### src/rtl/commit_trace_encoder.sv
// Commit trace encoder: taps CPU writeback, tags each post-warm-up cycle with a
// sequence number, buffers it in a FIFO and streams it out as 32-bit words.
module commit_trace_encoder #(
  parameter int DEPTH       = 16,
  parameter int SKIP_CYCLES = 5,
  parameter int SEQ_W       = 25
) (
  input  logic        clk,
  input  logic        rst,
  input  logic        reg_we,
  input  logic [4:0]  reg_waddr,
  input  logic [31:0] reg_wdata,
  input  logic        hilo_we,
  input  logic [31:0] hi_i,
  input  logic [31:0] lo_i,
  input  logic        cp0_we,
  input  logic [4:0]  cp0_waddr,
  input  logic [31:0] cp0_wdata,
  output logic        trace_valid,
  input  logic        trace_ready,
  output logic [31:0] trace_data,
  output logic        trace_last,
  output logic        overflow,
  output logic [15:0] drop_count
);

  localparam int AW     = $clog2(DEPTH);
  localparam int WARM_W = $clog2(SKIP_CYCLES + 2);

  typedef enum logic [1:0] {K_SKIP = 2'd0, K_REG = 2'd1, K_HILO = 2'd2, K_CP0 = 2'd3} kind_t;
  typedef enum logic [1:0] {S_IDLE, S_HDR, S_D0, S_D1} state_t;

  typedef struct packed {
    kind_t             kind;
    logic [4:0]        addr;
    logic [SEQ_W-1:0]  seq;
    logic [31:0]       d0;
    logic [31:0]       d1;
  } event_t;

  logic [WARM_W-1:0] warm_cnt;
  logic              active;
  logic [SEQ_W-1:0]  seq;
  event_t            ev;

  event_t            mem [DEPTH];
  logic [AW-1:0]     wr_ptr, rd_ptr;
  logic [AW:0]       count;
  logic              full, empty, push, pop, drop;

  state_t            state, state_n;
  event_t            hold;

  assign active = (warm_cnt == WARM_W'(SKIP_CYCLES));

  always_ff @(posedge clk) begin
    if (rst) begin
      warm_cnt <= '0;
      seq      <= SEQ_W'(1);
    end else if (!active) begin
      warm_cnt <= warm_cnt + 1'b1;
    end else begin
      // Advances on dropped events too, so gaps in the trace expose the loss.
      seq <= seq + 1'b1;
    end
  end

  // NOTE: every always_comb output gets a default first so no path infers a latch.
  always_comb begin
    ev     = '0;
    ev.seq = seq;
    if (reg_we) begin
      ev.kind = K_REG;
      ev.addr = reg_waddr;
      ev.d0   = reg_wdata;
    end else if (hilo_we) begin
      ev.kind = K_HILO;
      ev.d0   = hi_i;
      ev.d1   = lo_i;
    end else if (cp0_we) begin
      ev.kind = K_CP0;
      ev.addr = cp0_waddr;
      ev.d0   = cp0_wdata;
    end
  end

  assign full  = (count == (AW+1)'(DEPTH));
  assign empty = (count == '0);
  assign pop   = (state == S_IDLE) && !empty;
  assign push  = active && (!full || pop);
  assign drop  = active && full && !pop;

  // NOTE: storage array is deliberately not reset; count/pointers define validity.
  always_ff @(posedge clk) begin
    if (push) mem[wr_ptr] <= ev;
  end

  always_ff @(posedge clk) begin
    if (rst) begin
      wr_ptr     <= '0;
      rd_ptr     <= '0;
      count      <= '0;
      overflow   <= 1'b0;
      drop_count <= '0;
      hold       <= '0;
    end else begin
      if (push) wr_ptr <= wr_ptr + 1'b1;
      if (pop) begin
        rd_ptr <= rd_ptr + 1'b1;
        hold   <= mem[rd_ptr];
      end
      case ({push, pop})
        2'b10:   count <= count + 1'b1;
        2'b01:   count <= count - 1'b1;
        default: count <= count;
      endcase
      if (drop) begin
        overflow <= 1'b1;
        if (drop_count != 16'hFFFF) drop_count <= drop_count + 1'b1;
      end
    end
  end

  always_ff @(posedge clk) begin
    if (rst) state <= S_IDLE;
    else     state <= state_n;
  end

  always_comb begin
    state_n     = state;
    trace_valid = 1'b0;
    trace_data  = '0;
    trace_last  = 1'b0;
    case (state)
      S_IDLE: if (!empty) state_n = S_HDR;
      S_HDR: begin
        trace_valid = 1'b1;
        trace_data  = {hold.kind, hold.addr, hold.seq};
        trace_last  = (hold.kind == K_SKIP);
        if (trace_ready) state_n = (hold.kind == K_SKIP) ? S_IDLE : S_D0;
      end
      S_D0: begin
        trace_valid = 1'b1;
        trace_data  = hold.d0;
        trace_last  = (hold.kind != K_HILO);
        if (trace_ready) state_n = (hold.kind == K_HILO) ? S_D1 : S_IDLE;
      end
      S_D1: begin
        trace_valid = 1'b1;
        trace_data  = hold.d1;
        trace_last  = 1'b1;
        if (trace_ready) state_n = S_IDLE;
      end
    endcase
  end

endmodule

### config.mk
export PLATFORM = sky130hd
export DESIGN_NAME = commit_trace_encoder
export DESIGN_NICKNAME = d
export VERILOG_FILES = /design/src/rtl/commit_trace_encoder.sv
export SDC_FILE = /design/constraint.sdc
export NUM_CORES = 2
export LEC_CHECK = 0
export BUFFER_PORTS_ARGS = -buffer_cell sky130_fd_sc_hd__buf_2
export CORE_ASPECT_RATIO = 0.8
export CORE_UTILIZATION = 50
export CTS_BUF_LIST = sky130_fd_sc_hd__clkbuf_8
export DETAILED_ROUTE_END_ITERATION = 8
export HOLD_SLACK_MARGIN = 0.02
export PLACE_DENSITY = 0.76
export SLEW_MARGIN = 20
export SYNTH_ARGS = -nofsm -noshare
export SYNTH_HDL_FRONTEND = slang
export SYNTH_SLANG_ARGS = --single-unit
### constraint.sdc
create_clock -name clk -period 8.8 [get_ports clk]
set_clock_uncertainty 0.15 [all_clocks]
set_input_delay 0.88 -clock clk [delete_from_list [all_inputs] [get_ports clk]]
set_output_delay 0.88 -clock clk [all_outputs]
set_load 0.01 [all_outputs]
==> flow_summary.json <==
{
  "synth_flop_cell": "edfxtp_1",
  "vias_per_cell": 6.013,
  "finalNonFillerCells": 5439,
  "grt_use_total_pct": 22.48,
  "power_density_mw_per_mm2": 251.9,
  "antenna_found_initial": 7,
  "synthesis.nets": 3297,
  "post_cts_buffers": 0,
  "synth_top_area_cell": "edfxtp_1",
  "ys_warn_count": 0,
  "rrSetupSlack_ns": 4.28,
  "grt.overflow.total": 0,
  "vias": 32710,
  "cp_slowest_cell": "nor2b_4",
  "wl_mm": 147.0,
  "cts_root_buf": "clkbuf_8",
  "drv_cap": 0,
  "critPathArrivalTime_ns": 3.61,
  "fp.dieH_microns": 324.8,
  "synth_seq_area_share_pct": 75.60,
  "outcome": "finished clean",
  "crit_type": "reg2out",
  "hold_buffers": 1,
  "min_path_type": "in2reg",
  "worst_pin_slew_ns": 1.200,
  "port_buffers": 194,
  "row_count": 118,
  "worstSetupEndpointType": "output pin",
  "ff2ff_path_depth": 7,
  "cp_top_family": "simple AND/OR/NAND/NOR gates",
  "dp_slack_ns": 4.292,
  "path_max_fanout": 41,
  "synth_area_leaders": "edfxtp_1 71%, mux4_2 13%, dfxtp_1 4.8%",
  "dp.cells": 4981,
  "grt_pass1_wl_mm": 216.7,
  "reg2reg_from": "warm_cnt[0]",
  "grt_pass1_vias": 33310,
  "place_area_sq_mm": 0.06846,
  "cts-resized-gates": 0,
  "p_leak_nw": 23.56,
  "core_area_sq_mm": 0.1293,
  "min_to": "seq[0]",
  "drc": 0,
  "holdPathStages": 3,
  "clk-insertion-delay-late_ns": 0.95,
  "cts_buffers": 241,
  "htreeDepth": 4,
  "setup_slack_ns": 4.163,
  "finalPower_mw": 18.49,
  "crit_chain": "buf_4 > nor2b_4 > a22o_1 > buf_2",
  "grt_max_degree": 127,
  "min_period_ns": 4.637,
  "place.gp.congestion": 0.7599,
  "rsz0062_at_grt": "false",
  "min_from": "rst",
  "final.setup.tns_ns": 0,
  "synth.distinct_cells": 57,
  "multi_input_area_sq_mm": 0.01525,
  "r2r-end": "mem[4][78]",
  "antenna_left": 0,
  "pin_count": 195,
  "die_area_sq_mm": 0.1317,
  "cts_sinks": 1692,
  "cpPeakStageDelay_ns": 1.08,
  "maxSlewHeadroom_pct": 19.84,
  "wl_per_cell_microns": 27.02,
  "crit_required_ns": 7.77,
  "stdcell_area_sq_mm": 0.07341,
  "synthArstFlopShare_pct": 0,
  "hpwl_mm": 78.26,
  "crit_buf_inv": 2,
  "initialDrtViolationCount": 3655,
  "synthCells": 3142,
  "synth_top_cell_area_share_pct": 70.81,
  "ys_seq_elements": 1692,
  "start_util_pct": 50.36,
  "startpoint_type": "flip-flop",
  "fmax_ghz": 0.2157,
  "ir_worst_vdd_mv": 0.2080,
  "synth_area_per_cell_sq_um": 20.73,
  "drtPass1Iterations": 5,
  "fin_crit_sh_pct": 52.69,
  "setup_viol": 0,
  "layout-drive-gt1-share_pct": 31.77,
  "syn2layout_area_growth_pct": 12.69,
  "clockBufferDepth": 3,
  "synth_edf_count": 1536,
  "path_clk_slew_ns": 0.06,
  "cts_tree": "built",
  "seqCellArea_sq_mm": 0.04926,
  "synth_area_sq_mm": 0.06514,
  "die_x_microns": 405.5,
  "final_max_slew_viol_count": 0,
  "n_fill_cell": 9436,
  "hold_viol": 0,
  "nets": 3641
}
[cell families after synthesis]
kind of cell | Yosys count | share of synthesized area [%]
flip-flops | 1692 | 75.60
multiplexers | 614 | 17.07
AO/OA/AOI/OAI | 328 | 3.319
AND/OR/NAND/NOR | 264 | 1.992
buffers and inverters | 190 | 1.229
XOR/XNOR | 43 | 0.5782
adder cells (fa/ha/maj) | 11 | 0.2113
[worst max-delay path by stage]
| stage | startpoint | slack [ns] | endpoint | depth (start not counted) |
|---|---|---|---|---|
| after floorplan | warm_cnt[0] | 0.1 | mem[3][0] | 5 |
| after global placement | state[0] | 4.16 | mem[4][77] | 6 |
| after detailed placement | warm_cnt[0] | 4.29 | mem[4][82] | 7 |
| after CTS | state[1] | 4.16 | trace_data[26] | 4 |
| after global routing | warm_cnt[0] | 4.04 | mem[4][56] | 7 |
| final | state[1] | 4.16 | trace_data[26] | 4 |
[where the power goes]
group | leakage [nW] | internal, mW | switching (mW)
combinational | 5.38 | 1.43 | 1.55
sequential | 15.3 | 8.98 | 0.392
clock | 2.84 | 3.17 | 2.97
[layout make-up]
type,instances,area share [%]
Sequential cell,1692,67.11
Multi-Input combinational cell,1260,20.78
Clock buffer,274,5.137
Tap cell,1740,2.966
Timing Repair Buffer,282,2.432
Clock inverter,181,1.531
Inverter,9,0.04602
Antenna cell,1,0.003409
[metal layers]
metal	vias up	share of wire (%)	routed length (microns)	track usage [%]
li1	13750	-	-	-
met1	17090	41	60980	33.10
met2	1636	47	68340	34.09
met3	222	9.9	14590	4.731
met4	4	2.1	3024	6.612
met5	-	0.018	27	0
[per-stage QoR]
step | utilization (%) | hold slack (ns)
6_report | 56.76 | 0.2742
5_1_grt | 56.76 | 0.2494
4_1_cts | 56.73 | 0.1987
3_5_place_dp | 52.94 | 0.3315
3_3_place_gp | 52.92 | 0.3070
2_1_floorplan | - | 0.3039
[worst reg2reg max path: cells and delay by family (launching register included)]
family | cells | cell delay, ns
AO/OA/AOI/OAI | 1 | 0.61
adder cells (fa/ha/maj) | 1 | 0.28
buffers and inverters | 2 | 1.58
flip-flops | 1 | 0.38
AND/OR/NAND/NOR | 3 | 1.13
[sequential cells by signal, summed over array words and instances (netlist names)]
| signal | count |
|---|---|
| mem | 1536 |
| hold | 96 |
| seq | 25 |
| drop_count | 16 |
| count | 5 |
| rd_ptr | 4 |
| wr_ptr | 4 |
| warm_cnt | 3 |
| state | 2 |
| overflow | 1 |
[synth_stat cells, types with 35 or more instances]
| library cell | count |
|---|---|
| nor2_1 | 80 |
| mux2i_1 | 100 |
| nand2_1 | 67 |
| mux4_2 | 384 |
| o21ai_0 | 84 |
| edfxtp_1 | 1536 |
| a22oi_1 | 128 |
| clkbuf_1 | 106 |
| mux2_2 | 128 |
| dfxtp_1 | 156 |
| o21ai_1 | 54 |
| and2_1 | 35 |
| buf_2 | 49 |
[layout by cell type (no fill, tap or decap), drive strengths merged, types with 4 or more instances in the layout]
master / netlist / routed
edfxtp: 1536 / 1536
mux4: 384 / 384
buf: 75 / 281
clkbuf: 106 / 274
dfxtp: 156 / 156
o21ai: 138 / 138
mux2: 130 / 130
a22oi: 128 / 128
inv: 9 / 104
mux2i: 100 / 100
nor2: 80 / 80
clkinv: 0 / 73
nand2: 67 / 67
and2: 36 / 36
a22o: 32 / 32
xor2: 26 / 26
nand4: 19 / 19
nand3: 19 / 19
xnor2: 17 / 17
a21oi: 13 / 13
ha: 11 / 11
nor3: 11 / 11
bufinv: 0 / 10
and3: 9 / 9
nor4: 5 / 5
nor2b: 4 / 4
No activity file was read; power rests on OpenSTA's default activity.
